--- config.mk ---
export PLATFORM = sky130hd
export DESIGN_NAME = frac_ce_gen_flat
export DESIGN_NICKNAME = d
export VERILOG_FILES = /design/src/rtl/frac_ce_pkg.sv /design/src/rtl/frac_ce_if.sv /design/src/rtl/frac_ce_chan.sv /design/src/rtl/frac_ce_gen.sv /design/src/flat_wrapper.sv
export SDC_FILE = /design/constraint.sdc
export NUM_CORES = 1
export LEC_CHECK = 0
export ABC_CLOCK_PERIOD_IN_PS = 27000
export BUFFER_PORTS_ARGS = -buffer_cell sky130_fd_sc_hd__buf_2
export CELL_PAD_IN_SITES_DETAIL_PLACEMENT = 0
export CELL_PAD_IN_SITES_GLOBAL_PLACEMENT = 2
export CORE_ASPECT_RATIO = 2
export CORE_MARGIN = 5
export CORE_UTILIZATION = 44
export CTS_CLUSTER_SIZE = 40
export DETAILED_ROUTE_END_ITERATION = 16
export HOLD_SLACK_MARGIN = 0.12
export PLACE_DENSITY_LB_ADDON = 0.1
export SLEW_MARGIN = 20
export SYNTH_ARGS = -nofsm -noshare
export SYNTH_HDL_FRONTEND = slang
export SYNTH_SLANG_ARGS = --single-unit
--- constraint.sdc ---
create_clock -name clk_sys -period 27 [get_ports clk_sys]
set_input_delay 5.4 -clock clk_sys [delete_from_list [all_inputs] [get_ports clk_sys]]
set_output_delay 5.4 -clock clk_sys [all_outputs]
set_load 0.03 [all_outputs]
--- src/rtl/frac_ce_pkg.sv ---
// frac_ce_pkg: shared types and helpers for the fractional clock-enable generator.
// Rate values are ACC_W_DEF bits wide throughout.
package frac_ce_pkg;

  localparam int unsigned ACC_W_DEF = 32;

  typedef enum logic [1:0] {
    L_IDLE,
    L_ARMED,
    L_VALID
  } lock_e;

  function automatic logic [ACC_W_DEF-1:0] clamp_rate(
    input logic [ACC_W_DEF-1:0] value,
    input logic [ACC_W_DEF-1:0] lo,
    input logic [ACC_W_DEF-1:0] hi
  );
    if (value < lo) return lo;
    if (value > hi) return hi;
    return value;
  endfunction

  function automatic logic [ACC_W_DEF-1:0] sat_mul(
    input logic [ACC_W_DEF-1:0] count,
    input logic [ACC_W_DEF-1:0] k
  );
    logic [2*ACC_W_DEF-1:0] p;
    p = {{ACC_W_DEF{1'b0}}, count}
      * {{ACC_W_DEF{1'b0}}, k};
    if (|p[2*ACC_W_DEF-1:ACC_W_DEF])
      return '1;
    return p[ACC_W_DEF-1:0];
  endfunction

endpackage

--- src/rtl/frac_ce_if.sv ---
// frac_ce_if: per-channel rate requests, lock controls and enable outputs.
// The master drives requests; the generator is the slave.
interface frac_ce_if
  import frac_ce_pkg::*;
#(
  parameter int unsigned CHANNELS = 2,
  parameter int unsigned ACC_W    = ACC_W_DEF
);
  logic [CHANNELS*ACC_W-1:0] rate_i;
  logic [CHANNELS-1:0]       lock_en_i;
  logic [CHANNELS-1:0]       sync_i;
  logic [CHANNELS-1:0]       ce_o;
  logic [CHANNELS*ACC_W-1:0] rate_o;
  logic [CHANNELS-1:0]       rate_chg_o;

  modport master (
    output rate_i, lock_en_i, sync_i,
    input  ce_o, rate_o, rate_chg_o
  );

  modport slave (
    input  rate_i, lock_en_i, sync_i,
    output ce_o, rate_o, rate_chg_o
  );
endinterface

--- src/rtl/frac_ce_chan.sv ---
// frac_ce_chan: one phase-accumulator enable channel with optional
// frame-sync lock that retunes the rate from enables counted per frame.
module frac_ce_chan
  import frac_ce_pkg::*;
#(
  parameter int unsigned CLK_HZ     = 42000000,
  parameter int unsigned ACC_W      = ACC_W_DEF,
  parameter int unsigned TARGET_FPS = 60,
  parameter int unsigned MIN_HZ     = 5000000
) (
  input  logic             clk_sys,
  input  logic             reset,
  input  logic [ACC_W-1:0] rate_i,
  input  logic             lock_en_i,
  input  logic             sync_i,
  output logic             ce_o,
  output logic [ACC_W-1:0] rate_o,
  output logic             rate_chg_o
);

  localparam logic [ACC_W-1:0] CLK_W = ACC_W'(CLK_HZ);
  localparam logic [ACC_W-1:0] MIN_W = ACC_W'(MIN_HZ);
  localparam logic [ACC_W-1:0] FPS_W = ACC_W'(TARGET_FPS);
  localparam logic [ACC_W:0]   CLK_X = (ACC_W+1)'(CLK_HZ);

  lock_e            st_q, st_d;
  logic             sync_q, sync_edge;
  logic             armed, valid;
  logic [ACC_W-1:0] acc_q, stage1_q, prev_q;
  logic [ACC_W-1:0] pix_q, meas_q, req;
  logic [ACC_W:0]   nxt;

  assign sync_edge = sync_i & ~sync_q;
  assign nxt       = {1'b0, acc_q} + {1'b0, rate_o};
  assign req       = clamp_rate(
    (lock_en_i && valid) ? meas_q : rate_i,
    '0, CLK_W);

  always_ff @(posedge clk_sys or posedge reset) begin
    if (reset) st_q <= L_IDLE;
    else       st_q <= st_d;
  end

  // Disable dominates a coincident sync edge
  always_comb begin
    st_d = st_q;
    unique case (1'b1)
      !lock_en_i:
        st_d = L_IDLE;
      lock_en_i && sync_edge && st_q == L_IDLE:
        st_d = L_ARMED;
      lock_en_i && sync_edge && st_q != L_IDLE:
        st_d = L_VALID;
      default: ;
    endcase
  end

  always_comb begin
    armed = 1'b0;
    valid = 1'b0;
    unique case (st_q)
      L_ARMED: armed = 1'b1;
      L_VALID: begin
        armed = 1'b1;
        valid = 1'b1;
      end
      default: ;
    endcase
  end

  // Phase is never cleared on a rate change
  always_ff @(posedge clk_sys or posedge reset) begin
    if (reset) begin
      acc_q      <= '0;
      ce_o       <= 1'b0;
      stage1_q   <= '0;
      rate_o     <= '0;
      prev_q     <= '0;
      rate_chg_o <= 1'b0;
      sync_q     <= 1'b0;
    end else begin
      sync_q   <= sync_i;
      stage1_q <= req;
      rate_o   <= stage1_q;
      prev_q   <= rate_o;
      if (prev_q != rate_o)
        rate_chg_o <= ~rate_chg_o;
      if (nxt >= CLK_X) begin
        acc_q <= ACC_W'(nxt - CLK_X);
        ce_o  <= 1'b1;
      end else begin
        acc_q <= nxt[ACC_W-1:0];
        ce_o  <= 1'b0;
      end
    end
  end

  always_ff @(posedge clk_sys or posedge reset) begin
    if (reset) begin
      pix_q  <= '0;
      meas_q <= '0;
    end else begin
      unique case (1'b1)
        !lock_en_i:
          pix_q <= '0;
        lock_en_i && sync_edge: begin
          pix_q <= ACC_W'(ce_o);
          if (armed)
            meas_q <= clamp_rate(
              sat_mul(pix_q, FPS_W), MIN_W, CLK_W);
        end
        default:
          if (ce_o && pix_q != '1)
            pix_q <= pix_q + ACC_W'(1);
      endcase
    end
  end

endmodule

--- src/rtl/frac_ce_gen.sv ---
// frac_ce_gen: bank of independent fractional clock-enable channels
// for the pixel and audio enable paths.
module frac_ce_gen
  import frac_ce_pkg::*;
#(
  parameter int unsigned CLK_HZ     = 42000000,
  parameter int unsigned CHANNELS   = 2,
  parameter int unsigned ACC_W      = ACC_W_DEF,
  parameter int unsigned TARGET_FPS = 60,
  parameter int unsigned MIN_HZ     = 5000000
) (
  input logic      clk_sys,
  input logic      reset,
  frac_ce_if.slave bus
);

  for (genvar n = 0; n < CHANNELS; n++) begin : g_chan
    frac_ce_chan #(
      .CLK_HZ    (CLK_HZ),
      .ACC_W     (ACC_W),
      .TARGET_FPS(TARGET_FPS),
      .MIN_HZ    (MIN_HZ)
    ) u_chan (
      .clk_sys   (clk_sys),
      .reset     (reset),
      .rate_i    (bus.rate_i[n*ACC_W +: ACC_W]),
      .lock_en_i (bus.lock_en_i[n]),
      .sync_i    (bus.sync_i[n]),
      .ce_o      (bus.ce_o[n]),
      .rate_o    (bus.rate_o[n*ACC_W +: ACC_W]),
      .rate_chg_o(bus.rate_chg_o[n])
    );
  end

endmodule

--- src/flat_wrapper.sv ---
// flat-port wrapper written by rule: the top's interface ports become plain ports
module frac_ce_gen_flat import frac_ce_pkg::*;
#(
  parameter int unsigned CLK_HZ     = 42000000,
  parameter int unsigned CHANNELS   = 2,
  parameter int unsigned ACC_W      = ACC_W_DEF,
  parameter int unsigned TARGET_FPS = 60,
  parameter int unsigned MIN_HZ     = 5000000
)
  (clk_sys, reset, bus_rate_i, bus_lock_en_i, bus_sync_i, bus_ce_o, bus_rate_o, bus_rate_chg_o);
  frac_ce_if #(.CHANNELS(CHANNELS), .ACC_W(ACC_W)) bus_i ();
  input logic clk_sys;
  input logic reset;
  input wire logic [$bits(bus_i.rate_i)-1:0] bus_rate_i;
  input wire logic [$bits(bus_i.lock_en_i)-1:0] bus_lock_en_i;
  input wire logic [$bits(bus_i.sync_i)-1:0] bus_sync_i;
  output wire logic [$bits(bus_i.ce_o)-1:0] bus_ce_o;
  output wire logic [$bits(bus_i.rate_o)-1:0] bus_rate_o;
  output wire logic [$bits(bus_i.rate_chg_o)-1:0] bus_rate_chg_o;
  assign bus_i.rate_i = bus_rate_i;
  assign bus_i.lock_en_i = bus_lock_en_i;
  assign bus_i.sync_i = bus_sync_i;
  assign bus_ce_o = bus_i.ce_o;
  assign bus_rate_o = bus_i.rate_o;
  assign bus_rate_chg_o = bus_i.rate_chg_o;
  frac_ce_gen #(.CLK_HZ(CLK_HZ), .CHANNELS(CHANNELS), .ACC_W(ACC_W), .TARGET_FPS(TARGET_FPS), .MIN_HZ(MIN_HZ)) u_core (.clk_sys(clk_sys), .reset(reset), .bus(bus_i));
endmodule
==> summary.txt, run 1 <==
Worst setup path
  – CP Max Fanout: 99
  – WP buf/inv: 5
  – R2R Path End: u_core.g_chan[1].u_chan.meas_q[11]
  – Worst EP arrival: 8680 ps
  – Delay of the slowest critical-path stage: 880 ps
  – Kind of critical path: primary input to asynchronous set/reset pin
  – Levels on crit path: 5
  – Critical Path Sink: u_core.g_chan[1].u_chan.stage1_q[25]
  – CP Cell Sequence: buf_2, inv_8, buf_4, buf_4, buf_4
  – Reg2Reg Launch Point: u_core.g_chan[1].u_chan.pix_q[0]
  – Cell mode on critical path: buf_4
  – Cell class contributing the biggest share of worst-path delay: buffers and inverters
  – Worst Setup End Kind: asynchronous set/reset pin
  – Reg2Reg Setup Slack: 20,440 ps
  – CP max stage cell: buf_4
  – Critical Path Start: reset
  – CP Data Required Time: 27,550 ps
  – Worst Reg-to-Reg Cells: 14
  – CP startpoint kind: primary input

Cells and area
  – Share of cells above drive strength 1: 8.68%
  – Final Cell Area: 30,700 µm²
  – Diode count: 0
  – Fin nets: 3,437
  – Area Overhead vs Synth: 10.1%
  – Layout Cells excl Fill: 3,858

Timing
  – Max-slew violations: 0
  – Setup TNS Final: 0 ps
  – Final min period: 8130 ps
  – Fin. Hold Viols: 0
  – Slew headroom: 19.4%
  – # setup viols final: 0
  – Worst clock skew: 11.1 ps
  – Period utilisation layout: 30.1%
  – Max frequency: 123 MHz
  – RSZ-0062 raised after global routing: no
  – Least-Margin Pin Slew: 1210 ps
  – Final setup margin: 18,870 ps

Routing
  – Detailed-route via count: 22,100
  – Drt pass-1 iters: 7
  – Via density: 5.72
  – Detailed Route Iter0 Violations: 1,121
  – WL final: 85.0 mm
  – DRC: 0
  – Final ANT Viol Nets: 0
  – Drt wl/cell: 22.0 µm

Logic synthesis
  – Simple-gate share of the synthesized area: 16.8%
  – Main combinational cell family by area after synthesis: adder cells
  – Area leader, netlist: dfrtp_1
  – Cell Area, Synth: 27,800 µm²
  – Post-synth EDFFs: 0
  – Synth Area in Compound Gates: 16.0%
  – Post-Synth Adder-Cell Area: 18.2%
  – Most common cell in the netlist: dfrtp_1
  – Async SR Flop Fraction: 100%
  – Synthesis-stage register bit count: 392
  – Netlist cell types: 99
  – Post-synthesis sequential area ratio: 35.2%
  – Synth top area share: 35.2%
  – XOR/XNOR Fraction of Synth Area: 8.46%
  – Post-Syn Instances: 2,931
  – YS warnings: 0
  – Ys flop type: dfrtp_1
  – Multiplexer area fraction after synthesis: 0.737%
  – Mapped Avg Cell Area: 9.50 µm²
  – Ranking of synthesized cells by area: dfrtp_1 (35%), ha_1 (9.3%), fa_1 (8.9%)
  – Top post-synthesis cells by count: dfrtp_1 (392), nand2_1 (297), inv_1 (226), ha_1 (207), nor2_1 (198)

Global routing
  – Number of global-route vias before repair: 23,400
  – Initial antenna violation count: 1
  – Pin count of the biggest net entering global routing: 100
  – Gr ovfl total: 0
  – First-pass GRT wire length: 133 mm
  – Overall routing resource usage: 24.4%

Job
  – Max_cap viols: 0

Placement
  – Routability Congestion: 0.922
  – Pre-CTS setup slack: 18,090 ps
  – IO Port Bufs: 137
  – Placed cell area: 29,300 µm²
  – Placed insts: 3,787
  – HPWL after detailed placement: 69.5 mm

Pwr
  – Pwr Total: 0.00227 W
  – Power density over the cells: 74.1 nW/µm²
  – Max VDD drop: 0.0504 mV
  – Leak pwr: 14.5 nW

Clock tree
  – Worst skew pair latency: 560 ps
  – Setup bufs post-CTS: 0
  – Root buffer selected by CTS: clkbuf_16
  – Post-cts hold buffer count: 0
  – Clk sink count: 392
  – CTS tree: built
  – CTS buffer count: 39
  – Worst-path clk slew: 70 ps
  – H-Tree Depth: 2
  – Clock buffer depth: 3
  – CTS resizes: 0

Floorplan
  – Die W: 188 µm
  – Chip height: 366 µm
  – # rows: 130
  – Core area: 62,800 µm²
  – Boundary Pins: 138
  – Starting Density: 44.3%
  – Die Footprint: 68,700 µm²

Hold path
  – Hold depth: 0
  – Worst hold path class: register to register

Outcome
  – Outcome: finished, final reports clean
==> routing by layer <==
metal,track usage (%),part of all wire (%),vias to the layer above
li1,-,-,10500
met1,24.9,35,10900
met2,48.5,56,471
met3,2.28,2.7,216
met4,12.3,6.1,2
met5,0,0.015,-
==> layout by cell type (no fill, tap or decap), types with 20 or more instances in the layout <==
cell type / n
nor2b_1: 22
inv_1: 225
nor3_1: 53
and3_1: 29
and4_1: 22
fa_1: 124
a211oi_1: 28
nor2_1: 198
dfrtp_1: 392
nand3_1: 72
nand2_1: 296
and2_1: 41
o31ai_1: 20
ha_1: 207
xor2_1: 124
o21ai_0: 101
nand4_1: 45
a31oi_1: 20
clkbuf_16: 39
nor4_1: 42
o211ai_1: 34
o21a_1: 30
buf_2: 137
a21oi_1: 186
a21o_1: 50
xnor2_1: 145
==> power breakdown <==
part	switching [W]	internal [W]	total, W
clock network	0.000245	0.000346	0.000591
logic	0.000614	0.000359	0.000973
registers	0.0000410	0.000667	0.000708
total	0.000900	0.00137	0.00227
==> flip-flops by register name, summed over array words and instances, names as in the netlist <==
| signal | cells |
|---|---|
| u_core.g_chan.u_chan.rate_chg_o | 2 |
| u_core.g_chan.u_chan.sync_q | 2 |
| u_core.g_chan.u_chan.rate_o | 64 |
| u_core.g_chan.u_chan.prev_q | 64 |
| u_core.g_chan.u_chan.stage1_q | 64 |
| u_core.g_chan.u_chan.acc_q | 64 |
| u_core.g_chan.u_chan.st_q | 4 |
| u_core.g_chan.u_chan.meas_q | 62 |
| u_core.g_chan.u_chan.ce_o | 2 |
| u_core.g_chan.u_chan.pix_q | 64 |
==> worst reg2reg max path, stage by stage (launching register included) <==
cell and delay [ps]:
dfrtp_1 540, fa_1 680, fa_1 470, ha_1 310
a211oi_1 300, o21ai_1 250, a2111oi_2 520, o211ai_1 240
a221oi_1 440, mux2i_1 140, a21oi_1 150, nand4b_1 680
or4_4 800, or2_1 480, o32a_1 450
==> logic make-up (layout without fill, tap and decap cells) <==
kind of cell	after synthesis	after routing
other cells	1	12
xor+xnor	269	269
simple gates	938	938
flops	392	392
fa+ha+maj	331	331
mux	20	20
buf+inv	326	450
compound gates	654	654
==> final cells by class <==
class | count | area (µm²)
sequential | 392 | 9810
inverter | 228 | 863
clock buffer | 48 | 1040
clock inverter | 23 | 333
multi-input combinational | 2224 | 16800
fill | 6004 | 32100
timing repair buffer | 151 | 795
tap | 792 | 991
==> worst min-delay path by stage <==
stage                                               from                            endpoint  slack [ps]
floorplan            u_core.g_chan[0].u_chan.stage1_q[0]   u_core.g_chan[0].u_chan.rate_o[0]         330
global route         u_core.g_chan[0].u_chan.stage1_q[9]   u_core.g_chan[0].u_chan.rate_o[9]         360
detailed placement   u_core.g_chan[0].u_chan.stage1_q[5]   u_core.g_chan[0].u_chan.rate_o[5]         330
finish               u_core.g_chan[0].u_chan.stage1_q[7]   u_core.g_chan[0].u_chan.rate_o[7]         350
global placement    u_core.g_chan[0].u_chan.stage1_q[27]  u_core.g_chan[0].u_chan.rate_o[27]         330
CTS                  u_core.g_chan[0].u_chan.stage1_q[2]   u_core.g_chan[0].u_chan.rate_o[2]         350
==> through the flow <==
step | hold WS, ps | utilization [%]
final | 346 | 48.8
after global routing | 356 | 48.8
after CTS | 349 | 48.8
after detailed placement | 335 | 46.6
after global placement | 332 | 46.6
after floorplan | 331 | -
Note: power is estimated with default switching activity, not from simulation.
==> run 2: changes to the inputs <==
--- a/config.mk
+++ b/config.mk
@@ -5,13 +5,13 @@
 export SDC_FILE = /design/constraint.sdc
 export NUM_CORES = 1
 export LEC_CHECK = 0
-export ABC_CLOCK_PERIOD_IN_PS = 27000
+export ABC_CLOCK_PERIOD_IN_PS = 8000
 export BUFFER_PORTS_ARGS = -buffer_cell sky130_fd_sc_hd__buf_2
 export CELL_PAD_IN_SITES_DETAIL_PLACEMENT = 0
 export CELL_PAD_IN_SITES_GLOBAL_PLACEMENT = 2
 export CORE_ASPECT_RATIO = 2
 export CORE_MARGIN = 5
-export CORE_UTILIZATION = 44
+export CORE_UTILIZATION = 41
 export CTS_CLUSTER_SIZE = 40
 export DETAILED_ROUTE_END_ITERATION = 16
 export HOLD_SLACK_MARGIN = 0.12
==> constraint.sdc (replaced) <==
create_clock -name clk_sys -period 8 [get_ports clk_sys]
set_input_delay 1.6 -clock clk_sys [delete_from_list [all_inputs] [get_ports clk_sys]]
set_output_delay 1.6 -clock clk_sys [all_outputs]
set_load 0.03 [all_outputs]
==> summary.txt, run 2 (synthesized netlist as in run 1, its figures left out) <==
Outcome
  – Outcome: finished, final reports clean

Global routing
  – Number of global-route vias before repair: 23,500 (+0.38%)
  – Pin count of the biggest net entering global routing: 180 (+80%)
  – Overall routing resource usage: 23.0% (-1.4 points)
  – Gr ovfl total: 0 (unchanged)
  – First-pass GRT wire length: 133 mm (+0.63%)
  – Initial antenna violation count: 1 (unchanged)

Worst setup path
  – R2R Path End: u_core.g_chan[1].u_chan.meas_q[11]
  – CP Max Fanout: 21 (-79%)
  – Worst Setup End Kind: register
  – WP buf/inv: 2 (-3)
  – CP Cell Sequence: inv_1, fa_1, inv_1, fa_1, ha_1, nand3_1, nor3_1, a211oi_2, a2111oi_1, o2111a_1, o21ai_0, a21oi_1, nand4b_1, or4_4, or2_1, o32a_1
  – CP max stage cell: a2111oi_1
  – Kind of critical path: register to register
  – CP startpoint kind: register
  – Delay of the slowest critical-path stage: 770 ps (-110 ps)
  – Reg2Reg Launch Point: u_core.g_chan[1].u_chan.pix_q[6]
  – Reg2Reg Setup Slack: 1600 ps (-18,840 ps)
  – Worst EP arrival: 6860 ps (-1820 ps)
  – CP Data Required Time: 8460 ps (-19,090 ps)
  – Cell class contributing the biggest share of worst-path delay: simple AND/OR/NAND/NOR gates
  – Worst Reg-to-Reg Cells: 16 (+2)

Placement
  – Placed cell area: 29,400 µm² (+0.50%)
  – HPWL after detailed placement: 70.2 mm (+0.96%)
  – IO Port Bufs: 137 (unchanged)
  – Routability Congestion: 0.920 (-0.14%)

Cells and area
  – Commonest non-fill, non-tap cells in the layout: dfrtp_1 (392), nand2_1 (295), inv_1 (225), ha_1 (207), nor2_1 (198)
  – Final core utilization: 45.5% (-3.3 points)
  – Fillers: 6,661 (+11%)
  – Area Overhead vs Synth: 10.5%
  – Final Cell Area: 30,800 µm² (+0.38%)
  – Area of the multi-input gates: 16,800 µm² (about the same)
  – Register area: 9810 µm² (unchanged)
  – Share of cells above drive strength 1: 8.60% (-0.074 points)
  – Diode count: 0 (unchanged)
  – Fin nets: 3,439 (+0.058%)
  – Most common cell after layout, fill and taps aside: dfrtp_1

Timing
  – Least-Margin Pin Slew: 1030 ps (-171 ps)
  – # setup viols final: 0 (unchanged)
  – Period utilisation layout: 80.0%
  – Slew headroom: 31.1% (+12 points)
  – Worst clock skew: 24.7 ps (+13.6 ps)
  – Max frequency: 156 MHz
  – Final min period: 6400 ps
  – Fin. Hold Viols: 0 (unchanged)
  – Max-slew violations: 0 (unchanged)
  – RSZ-0062 raised after global routing: no
  – Setup TNS Final: 0 ps (unchanged)

Routing
  – Drt wl/cell: 21.6 µm (-2.0%)
  – DRC: 0 (unchanged)
  – Final ANT Viol Nets: 0 (unchanged)
  – Via density: 5.56 (-2.8%)
  – Drt pass-1 iters: 5 (-2)
  – Detailed-route via count: 22,000 (-0.26%)
  – Detailed Route Iter0 Violations: 1,056 (-5.8%)
  – WL final: 85.5 mm (+0.59%)

Job
  – Max_cap viols: 0 (unchanged)

Floorplan
  – # rows: 135 (+3.8%)
  – Die W: 194 µm (+3.4%)
  – Chip height: 379 µm (+3.5%)
  – Boundary Pins: 138 (unchanged)
  – Starting Density: 41.2% (-3.1 points)
  – Core area: 67,600 µm² (+7.6%)
  – Die Footprint: 73,500 µm² (+7.0%)

Clock tree
  – CTS buffer count: 40 (+2.6%)
  – Clk sink count: 392 (unchanged)
  – Setup bufs post-CTS: 0 (unchanged)
  – CTS tree: built
  – Post-cts hold buffer count: 0 (unchanged)
  – CTS resizes: 0 (unchanged)
  – H-Tree Depth: 2 (unchanged)
  – Worst skew pair latency: 590 ps (+30 ps)
  – Clock buffer depth: 3 (unchanged)
  – Root buffer selected by CTS: clkbuf_16
  – Worst-path clk slew: 70 ps (about the same)

Hold path
  – Worst hold start: u_core.g_chan[0].u_chan.stage1_q[6]
  – Hold depth: 0 (unchanged)
  – Worst hold path class: register to register
  – Hold Path Sink: u_core.g_chan[0].u_chan.rate_o[6]

Pwr
  – Power density over the cells: 246 nW/µm² (+230%)
  – Max VDD drop: 0.163 mV (+220%)
  – Leak pwr: 14.5 nW (-0.21%)
  – Pwr Total: 0.00756 W (+230%)
## run 2: layout make-up
cell class / count / area share (%)
multi-input cells: 2224 / 54.7
flip-flops and latches: 392 / 31.9
clock buffers: 57 / 3.66
well taps: 890 / 3.62
inverters: 228 / 2.79
repair buffers: 152 / 2.68
clock inverters: 16 / 0.699
## run 2: worst max path at each step
stage	slack [ps]	start	cells past startpoint	end
6_report	1600	u_core.g_chan[1].u_chan.pix_q[6]	16	u_core.g_chan[1].u_chan.meas_q[11]
5_1_grt	1150	u_core.g_chan[1].u_chan.pix_q[6]	16	u_core.g_chan[1].u_chan.meas_q[9]
4_1_cts	1650	u_core.g_chan[1].u_chan.pix_q[6]	16	u_core.g_chan[1].u_chan.meas_q[11]
3_5_place_dp	1640	u_core.g_chan[1].u_chan.pix_q[6]	16	u_core.g_chan[1].u_chan.meas_q[11]
3_3_place_gp	1760	u_core.g_chan[1].u_chan.pix_q[6]	16	u_core.g_chan[1].u_chan.meas_q[11]
2_1_floorplan	1130	reset	1	u_core.g_chan[0].u_chan.acc_q[0]
## run 2: through the flow
| stage | worst slack [ps] | hold slack [ps] | std cells |
|---|---|---|---|
| global placement | 1760 | 332 | 3886 |
| global route | 1150 | 353 | 3959 |
| CTS | 1650 | 347 | 3959 |
| finish | 1600 | 340 | 3959 |
| floorplan | 1130 | 331 | 2942 |
| detailed placement | 1640 | 335 | 3886 |
## run 2: per-layer routing
| layer | global-route usage (%) | wire length [µm] | part of all wire, % |
|---|---|---|---|
| met5 | 0 | 7 | 0.0082 |
| met4 | 10.7 | 4500 | 5.3 |
| met3 | 2.55 | 2310 | 2.7 |
| met2 | 45.8 | 47700 | 56 |
| met1 | 23.7 | 31000 | 36 |
## run 2: where the power goes
| part | internal, W | total [W] | switching [W] | leakage, nW |
|---|---|---|---|---|
| clock | 0.00112 | 0.00197 | 0.000844 | 0.641 |
| combinational | 0.00120 | 0.00320 | 0.00200 | 8.94 |
| sequential | 0.00225 | 0.00239 | 0.000143 | 4.91 |
| total | 0.00458 | 0.00756 | 0.00298 | 14.5 |
==> run 3: changes to the inputs <==
--- a/config.mk
+++ b/config.mk
@@ -5,7 +5,7 @@
 export SDC_FILE = /design/constraint.sdc
 export NUM_CORES = 1
 export LEC_CHECK = 0
-export ABC_CLOCK_PERIOD_IN_PS = 8000
+export ABC_CLOCK_PERIOD_IN_PS = 6500
 export BUFFER_PORTS_ARGS = -buffer_cell sky130_fd_sc_hd__buf_2
 export CELL_PAD_IN_SITES_DETAIL_PLACEMENT = 0
 export CELL_PAD_IN_SITES_GLOBAL_PLACEMENT = 2
==> constraint.sdc (replaced) <==
create_clock -name clk_sys -period 6.5 [get_ports clk_sys]
set_input_delay 1.3 -clock clk_sys [delete_from_list [all_inputs] [get_ports clk_sys]]
set_output_delay 1.3 -clock clk_sys [all_outputs]
set_load 0.03 [all_outputs]
==> summary.txt, run 3 (synthesized netlist as in run 1, its figures left out) <==
Cells and area
  – Share of cells above drive strength 1: 9.06% (+0.46 points)
  – Area of the multi-input gates: 16,800 µm² (about the same)
  – Area Overhead vs Synth: 11.0%
  – Register area: 9810 µm² (unchanged)
  – Fillers: 6,617 (-0.66%)
  – Fin nets: 3,447 (+0.23%)
  – Layout Cells excl Fill: 3,970 (+0.28%)
  – Commonest non-fill, non-tap cells in the layout: dfrtp_1 (392), nand2_1 (295), inv_1 (225), ha_1 (207), nor2_1 (198)
  – Most common cell after layout, fill and taps aside: dfrtp_1

Worst setup path
  – CP Cell Sequence: inv_1, fa_1, inv_1, fa_1, ha_1, nand3_1, nor3_1, a211oi_2, a2111oi_1, nor2_1, xnor2_1, or4_1, or4_4, or2_1, o32a_1
  – CP max stage cell: a2111oi_1
  – R2R Path End: u_core.g_chan[1].u_chan.meas_q[11]
  – Critical Path Start: u_core.g_chan[1].u_chan.pix_q[6]
  – WP buf/inv: 2 (unchanged)
  – Worst Setup End Kind: register
  – CP startpoint kind: register
  – Reg2Reg Setup Slack: 480 ps (-1110 ps)
  – Delay of the slowest critical-path stage: 810 ps (+40 ps)
  – Worst Reg-to-Reg Cells: 15 (-1)
  – Kind of critical path: register to register
  – Cell class contributing the biggest share of worst-path delay: simple AND/OR/NAND/NOR gates
  – Worst EP arrival: 6500 ps (-360 ps)
  – Reg2Reg Launch Point: u_core.g_chan[1].u_chan.pix_q[6]
  – CP Max Fanout: 21 (unchanged)
  – CP Data Required Time: 6990 ps (-1470 ps)

Clock tree
  – Clk sink count: 392 (unchanged)
  – Worst skew pair latency: 600 ps (about the same)
  – CTS buffer count: 41 (+2.5%)
  – Root buffer selected by CTS: clkbuf_16
  – H-Tree Depth: 2 (unchanged)
  – Setup bufs post-CTS: 0 (unchanged)
  – CTS resizes: 0 (unchanged)
  – Worst-path clk slew: 70 ps (about the same)
  – Post-cts hold buffer count: 0 (unchanged)
  – Clock buffer depth: 3 (unchanged)
  – CTS tree: built

Hold path
  – Hold Path Sink: u_core.g_chan[0].u_chan.rate_o[2]
  – Worst hold path class: register to register
  – Worst hold start: u_core.g_chan[0].u_chan.stage1_q[2]
  – Hold depth: 0 (unchanged)

Global routing
  – Pin count of the biggest net entering global routing: 172 (-4.4%)
  – Overall routing resource usage: 22.3% (-0.74 points)
  – Number of global-route vias before repair: 23,300 (-0.96%)
  – First-pass GRT wire length: 130 mm (-2.6%)
  – Initial antenna violation count: 1 (unchanged)
  – Gr ovfl total: 0 (unchanged)

Placement
  – IO Port Bufs: 137 (unchanged)
  – Placed insts: 3,893 (+0.18%)
  – HPWL after detailed placement: 67.9 mm (-3.2%)
  – Routability Congestion: 0.881 (-4.3%)
  – Pre-CTS setup slack: 499 ps (-1140 ps)

Routing
  – Final ANT Viol Nets: 0 (unchanged)
  – Max Used Layer: met5
  – Drt wl/cell: 20.8 µm (-3.5%)
  – WL final: 82.7 mm (-3.2%)
  – Routed wl met2: 44.7 mm (-6.2%)
  – Via density: 5.51 (-0.76%)
  – Drt pass-1 iters: 5 (unchanged)
  – DRC: 0 (unchanged)
  – Detailed-route via count: 21,900 (-0.48%)
  – Routed length on met3: 2.54 mm (+9.9%)
  – Wire length on met1: 30.7 mm (-0.78%)
  – Detailed Route Iter0 Violations: 923 (-13%)

Timing
  – Final setup margin: 483 ps (-1110 ps)
  – Worst clock skew: 19.1 ps (-5.62 ps)
  – Period utilisation layout: 92.6% (+13 points)
  – Slew headroom: 24.5% (-6.5 points)
  – Fin. Hold Viols: 0 (unchanged)
  – Least-Margin Pin Slew: 1120 ps (+86.3 ps)
  – Max frequency: 166 MHz (+6.4%)
  – # setup viols final: 0 (unchanged)
  – Final min period: 6020 ps (-386 ps)
  – Max-slew violations: 0 (unchanged)
  – RSZ-0062 raised after global routing: no
  – Worst hold slack: 338 ps (-2.26 ps)

Floorplan
  – Core area: 67,600 µm² (unchanged)
  – Chip height: 379 µm (unchanged)
  – Die Footprint: 73,500 µm² (unchanged)
  – Boundary Pins: 138 (unchanged)
  – Starting Density: 41.2% (unchanged)
  – Die W: 194 µm (unchanged)
  – # rows: 135 (unchanged)

Job
  – Max_cap viols: 0 (unchanged)

Pwr
  – Max VDD drop: 0.200 mV (+23%)
  – Power density over the cells: 304 nW/µm² (+24%)
  – Leak pwr: 14.6 nW (+0.59%)

Outcome
  – Outcome: finished, final reports clean
run 3: per-stage QoR:
stage	total power [W]	utilization, %	instance area [µm²]	setup TNS (ps)
2_1_floorplan	0.00584	-	27900	-28960
3_3_place_gp	0.00685	43.6	29500	0
3_5_place_dp	0.00688	43.6	29500	0
4_1_cts	0.00950	45.7	30900	0
5_1_grt	0.00999	45.7	30900	0
6_report	0.00940	45.7	30900	0
run 3: layer usage:
layer  vias to the layer above  GRT usage, %
met5                         -             0
met1                     10700          23.8
met3                       194          2.48
met4                         2          10.9
met2                       453          43.0
li1                      10500             -
run 3: worst max-delay path by stage:
stage                                    endpoint  depth (start not counted)  slack [ps]
6_report       u_core.g_chan[1].u_chan.meas_q[11]                         15         480
5_1_grt        u_core.g_chan[1].u_chan.meas_q[11]                         17         190
4_1_cts        u_core.g_chan[1].u_chan.meas_q[11]                         15         490
3_5_place_dp   u_core.g_chan[1].u_chan.meas_q[11]                         15         500
3_3_place_gp   u_core.g_chan[1].u_chan.meas_q[11]                         15         610
2_1_floorplan    u_core.g_chan[0].u_chan.acc_q[0]                          1         -70
run 3: area by class of cell:
type	count	area share, %
multi-input cells	2224	54.4
flip-flops and latches	392	31.7
well taps	890	3.60
clock buffers	50	3.53
repair buffers	159	2.79
inverters	228	2.78
clock inverters	25	1.13
diodes	2	0.0162
run 3: worst register-to-register path: stages (launching register included):
cell and delay (ps):
dfrtp_1 440, inv_1 170, fa_1 550, inv_1 50, fa_1 450, ha_1 440, nand3_1 150, nor3_1 340
a211oi_2 160, a2111oi_1 810, nor2_1 160, xnor2_1 180, or4_1 550, or4_4 540, or2_1 480, o32a_1 440
run 3: report_power, final:
| part | switching, W | internal (W) | total [W] |
|---|---|---|---|
| logic | 0.00243 | 0.00148 | 0.00391 |
| registers | 0.000177 | 0.00277 | 0.00295 |
| clock network | 0.00108 | 0.00146 | 0.00254 |
| total | 0.00369 | 0.00571 | 0.00940 |
